File: src/rtl/sap1_pkg.sv
// Shared SAP-1 definitions: opcodes, one-hot T-state codes and the 12-bit control word.
package sap1_pkg;

    typedef enum logic [3:0] {
        OP_LDA = 4'b0000,
        OP_ADD = 4'b0001,
        OP_SUB = 4'b0010,
        OP_OUT = 4'b1110,
        OP_HLT = 4'b1111
    } opcode_e;

    localparam logic [5:0] T1 = 6'b000001;
    localparam logic [5:0] T2 = 6'b000010;
    localparam logic [5:0] T3 = 6'b000100;
    localparam logic [5:0] T4 = 6'b001000;
    localparam logic [5:0] T5 = 6'b010000;
    localparam logic [5:0] T6 = 6'b100000;

    // First field is the MSB of the packed word.
    typedef struct packed {
        logic cp;
        logic ep;
        logic lm_bar;
        logic ce_bar;
        logic li_bar;
        logic ei_bar;
        logic la_bar;
        logic ea;
        logic su;
        logic eu;
        logic lb_bar;
        logic lo_bar;
    } ctrl_word_t;

    localparam ctrl_word_t CW_IDLE = 12'b0011_1110_0011;

endpackage

File: src/rtl/ring_counter.sv
// Six-state one-hot ring counter; synchronous clear to T1, hold freezes the current state.
module ring_counter
    import sap1_pkg::*;
(
    input  logic       clk,
    input  logic       clr_bar,
    input  logic       hold,
    output logic [5:0] t_state
);

    logic [5:0] state_q;
    logic [5:0] state_d;

    always_comb begin
        state_d = state_q;
        if (!hold) begin
            state_d = {state_q[4:0], state_q[5]};
        end
    end

    always_ff @(posedge clk) begin
        if (!clr_bar) begin
            state_q <= T1;
        end else begin
            state_q <= state_d;
        end
    end

    assign t_state = state_q;

endmodule

File: src/rtl/controller_sequencer.sv
// SAP-1 controller-sequencer: ring counter, halt latch and microinstruction decode.
module controller_sequencer
    import sap1_pkg::*;
(
    input  logic       CLK_bar,
    input  logic       CLR_bar,
    input  logic [3:0] opcode,
    output logic       Cp,
    output logic       Ep,
    output logic       Lm_bar,
    output logic       CE_bar,
    output logic       Li_bar,
    output logic       Ei_bar,
    output logic       La_bar,
    output logic       Ea,
    output logic       Su,
    output logic       Eu,
    output logic       Lb_bar,
    output logic       Lo_bar,
    output logic       HLT,
    output logic [5:0] t_state
);

    logic       halted_q;
    logic       halted_d;
    logic       halt_set;
    ctrl_word_t cw;
    logic       hlt;

    // Holding the ring on the setting edge keeps t_state parked at T4.
    assign halt_set = (t_state == T4) && (opcode == OP_HLT) && !halted_q;

    always_comb begin
        halted_d = halted_q | halt_set;
    end

    always_ff @(posedge CLK_bar) begin
        if (!CLR_bar) begin
            halted_q <= 1'b0;
        end else begin
            halted_q <= halted_d;
        end
    end

    ring_counter u_ring (
        .clk     (CLK_bar),
        .clr_bar (CLR_bar),
        .hold    (halted_q | halt_set),
        .t_state (t_state)
    );

    always_comb begin
        cw  = CW_IDLE;
        hlt = halted_q;
        if (!CLR_bar) begin
            cw  = CW_IDLE;
            hlt = 1'b0;
        end else if (!halted_q) begin
            case (t_state)
                T1: begin
                    cw.ep     = 1'b1;
                    cw.lm_bar = 1'b0;
                end
                T2: cw.cp = 1'b1;
                T3: begin
                    cw.ce_bar = 1'b0;
                    cw.li_bar = 1'b0;
                end
                T4: begin
                    case (opcode)
                        OP_LDA, OP_ADD, OP_SUB: begin
                            cw.ei_bar = 1'b0;
                            cw.lm_bar = 1'b0;
                        end
                        OP_OUT: begin
                            cw.ea     = 1'b1;
                            cw.lo_bar = 1'b0;
                        end
                        OP_HLT:  hlt = 1'b1;
                        default: cw = CW_IDLE;
                    endcase
                end
                T5: begin
                    case (opcode)
                        OP_LDA: begin
                            cw.ce_bar = 1'b0;
                            cw.la_bar = 1'b0;
                        end
                        OP_ADD, OP_SUB: begin
                            cw.ce_bar = 1'b0;
                            cw.lb_bar = 1'b0;
                            cw.su     = (opcode == OP_SUB);
                        end
                        default: cw = CW_IDLE;
                    endcase
                end
                T6: begin
                    case (opcode)
                        OP_ADD, OP_SUB: begin
                            cw.eu     = 1'b1;
                            cw.la_bar = 1'b0;
                            cw.su     = (opcode == OP_SUB);
                        end
                        default: cw = CW_IDLE;
                    endcase
                end
                default: cw = CW_IDLE;
            endcase
        end
    end

    assign Cp     = cw.cp;
    assign Ep     = cw.ep;
    assign Lm_bar = cw.lm_bar;
    assign CE_bar = cw.ce_bar;
    assign Li_bar = cw.li_bar;
    assign Ei_bar = cw.ei_bar;
    assign La_bar = cw.la_bar;
    assign Ea     = cw.ea;
    assign Su     = cw.su;
    assign Eu     = cw.eu;
    assign Lb_bar = cw.lb_bar;
    assign Lo_bar = cw.lo_bar;
    assign HLT    = hlt;

endmodule

File: config.mk
export PLATFORM = sky130hd
export DESIGN_NAME = controller_sequencer
export DESIGN_NICKNAME = d
export VERILOG_FILES = /design/src/rtl/sap1_pkg.sv /design/src/rtl/ring_counter.sv /design/src/rtl/controller_sequencer.sv
export SDC_FILE = /design/constraint.sdc
export NUM_CORES = 1
export LEC_CHECK = 0
export BUFFER_PORTS_ARGS = -buffer_cell sky130_fd_sc_hd__buf_2
export CAP_MARGIN = 20
export CELL_PAD_IN_SITES_DETAIL_PLACEMENT = 1
export CELL_PAD_IN_SITES_GLOBAL_PLACEMENT = 1
export CORE_UTILIZATION = 33
export CTS_CLUSTER_DIAMETER = 60
export DETAILED_ROUTE_END_ITERATION = 16
export GPL_TIMING_DRIVEN = 0
export PLACE_DENSITY_LB_ADDON = 0.08
export SYNTH_ARGS = -nofsm -noshare
export SYNTH_HDL_FRONTEND = slang
export SYNTH_SLANG_ARGS = --single-unit
File: constraint.sdc
create_clock -name CLK_bar -period 5.4 [get_ports CLK_bar]
set_clock_uncertainty 0.05 [all_clocks]
set_input_delay 0.27 -clock CLK_bar [delete_from_list [all_inputs] [get_ports CLK_bar]]
set_output_delay 0.27 -clock CLK_bar [all_outputs]
set_load 0.005 [all_outputs]
==> reports/qor.log <==
INFO  routing        post_drt_wl_per_cell=12.1µm
INFO  critical_path  cpPeakStageDelay=570ps
INFO  layout         fill_cells=199
INFO  die            floorplan.die.width=42.1µm
INFO  critical_path  critPathArrivalTime=2080ps
INFO  global_route   grt_start_max_net_pins=11
INFO  layout         final_layout_size_suffix_gt1_frac=0.398
INFO  critical_path  rrSetupSlack=3610ps
INFO  global_route   first_global_vias=490
INFO  min_path       hp-start=opcode[1]
INFO  synthesis      synth-seq-cells=7
INFO  global_route   antenna_violations_before_repair=0
INFO  die            die_area=1770µm²
INFO  synthesis      synthesis.yosys.warnings=0
INFO  layout         final_core_util=0.463
INFO  critical_path  criticalPathCategory=flop to output pin
INFO  synthesis      synth_seq_area_share=0.264
INFO  layout         layout_commonest_cell=buf_2
INFO  sta            rsz0062_at_grt=false
INFO  routing        postRouteWirelength=1.32mm
INFO  status         result_of_the_run=finished, final reports clean
INFO  sta            setup-violations-final=0
INFO  synthesis      syn_area_per_cell=8.16µm²
INFO  global_route   gr_util_all_layers=0.157
INFO  synthesis      syn-num-nets=71
INFO  die            floorplan.rows=14
INFO  sta            hold_slack=320ps
INFO  synthesis      synth.distinct_cells=32
INFO  routing        vias=557
INFO  clocking       holdBufCountCts=0
INFO  power          power.density=177nW/µm²
INFO  synthesis      largest_cells_by_area_after_synthesis=dfxtp_1, mux2i_1, nor2b_1, o21ai_0, nand2_1
INFO  sta            layout_min_cycle_time=2400ps
INFO  synthesis      synth_top_cell_by_area=dfxtp_1
INFO  clocking       clk_pin_slew=50ps
INFO  synthesis      synth_top_area_frac=0.264
INFO  layout         multi_input_area=363µm²
INFO  min_path       worst_hold_path.num_cells=3
INFO  sta            report.final.hold_viol_count=0
INFO  die            core_area=1510µm²
INFO  critical_path  crit_path_start=u_ring.t_state[4]
INFO  place          numPortBuffers=24
INFO  critical_path  crit_slowest_cell=or4_4
INFO  clocking       cts-buffers-inserted=3
INFO  sta            worst-slew-pin-transition=528ps
INFO  routing        antenna_violating_nets_post_route=0
INFO  critical_path  critical_path.cell_chain=buf_6, or3_4, or4_4, or3_1, buf_2
INFO  global_route   grt-ovfl-total=0
INFO  routing        vias_per_cell=5.11
INFO  sta            final_min_period_over_clock_period=0.445
INFO  power          totalPowerFinal=124µW
INFO  run            max-cap-violations=0
INFO  min_path       hp-class=input pin to flop
INFO  layout         seq_area=140µm²
INFO  die            die-height=42.1µm
INFO  sta            setup-tns-final=0ps
INFO  critical_path  ff2ff_path_depth=4
INFO  layout         final_cell_count_no_fill=109
INFO  synthesis      syn-instance-count=65
INFO  place          gp_routability_congestion=0.705
INFO  die            start_util=0.352
INFO  place          placed_cells_incl_taps=105
INFO  routing        detail_route.first_pass.iterations=2
INFO  routing        drt_first_iter_violations=1
INFO  synthesis      syn-cell-area=531µm²
INFO  critical_path  timing.critical_path.to_type=output pin
INFO  clocking       insertion_delay=240ps
INFO  power          max-vdd-ir-drop=0.133mV
INFO  clocking       clock_tree.buffer_depth=2
INFO  clocking       h-tree-depth=1
INFO  power          static-leakage-power=0.000295µW
INFO  place          place.detailed.hpwl=1.03mm
INFO  routing        post-route-drc-count=0
INFO  clocking       post_cts_resize_count=0
INFO  clocking       tritoncts=built
INFO  critical_path  timing.rr.start=u_ring.t_state[4]
INFO  sta            slew_violations=0
INFO  clocking       clock-root-buffer=clkbuf_4
INFO  clocking       clkSinkCount=7
INFO  die            top_level_ports=25
INFO  critical_path  critPathLaunchType=flop
INFO  layout         insertedDiodeCount=0
INFO  clocking       cts_setup_buffers=0
INFO  sta            timing.fmax=417MHz
INFO  critical_path  critical_path.max_fanout=9
INFO  critical_path  worstPathRequired=5080ps
INFO  layout         area_delta_synth_final=31.4%
INFO  layout         nNetsFinal=100
INFO  sta            worst_slew_margin_rel=0.644
INFO  layout         most-common-layout-cells=buf_2, dfxtp_1, nand2_1, o21ai_0, nor2b_1
INFO  global_route   grt_pass1_wl=2.14mm
==> Yosys cell counts <==
cell type / n
buf_2: 1
xnor2_1: 1
xor2_1: 1
or2_2: 1
nor4b_1: 1
nand4b_1: 1
or2b_1: 1
o211ai_1: 1
nand4_1: 1
nor4_1: 3
nand2_1: 6
dfxtp_1: 7
and2b_2: 1
or3_4: 1
nor3_1: 2
nor2b_1: 5
nand3_1: 1
nand2b_1: 3
or3_1: 2
and4b_2: 1
o21ai_0: 6
buf_6: 1
nor2_1: 1
and3b_2: 1
nor3b_1: 1
and2_1: 3
or4_4: 1
inv_1: 1
a22o_2: 2
clkbuf_1: 2
mux2i_1: 4
and3b_1: 1
==> final timing paths <==
kind,end
min reg2reg,u_ring.t_state[3]
max reg2reg,u_ring.t_state[4]
max,Lo_bar
min,u_ring.t_state[3]
==> per-layer routing <==
metal / track usage / vias to the layer above / share of wire
li1: - / 288 / -
met1: 0.213 / 251 / 0.50
met2: 0.241 / 16 / 0.44
met3: 0.0302 / 2 / 0.056
met4: 0.0750 / 0 / 0.0091
met5: 0 / - / 0
==> flip-flops by register name, summed over array words and instances, names as in the netlist <==
register	cells
halted_q	1
u_ring.t_state	6
==> logic make-up after synthesis <==
| logic type | Yosys count | synth area share |
|---|---|---|
| mux | 4 | 0.0755 |
| xor+xnor | 2 | 0.0330 |
| compound gates | 9 | 0.108 |
| flops | 7 | 0.264 |
| buf+inv | 5 | 0.0519 |
| simple gates | 38 | 0.467 |
==> layout make-up <==
type | count | area share
Multi-Input combinational cell | 53 | 0.521
Sequential cell | 7 | 0.201
Tap cell | 16 | 0.0287
Buffer | 4 | 0.0341
Inverter | 1 | 0.00539
Clock buffer | 4 | 0.0377
Timing Repair Buffer | 24 | 0.172
==> power breakdown <==
part           switching (µW)  total (µW)  internal (µW)  leakage, µW
clock                    17.9        46.0           28.1    0.0000150
sequential               2.57        56.2           53.6    0.0000574
combinational            10.9        21.3           10.4     0.000223
==> worst max-delay path, delay by kind of cell (launching register included) <==
kind / cells / cell delay, ps
buffers and inverters: 2 / 260
and+or+nand+nor: 3 / 1270
DFF: 1 / 310
==> stage by stage <==
step	worst slack [ps]	instance area, µm²
4_1_cts	2990	697
2_1_floorplan	3410	531
3_5_place_dp	3260	671
5_1_grt	2800	697
6_report	3000	697
3_3_place_gp	3270	671
Power figures use the tool's default switching activity.
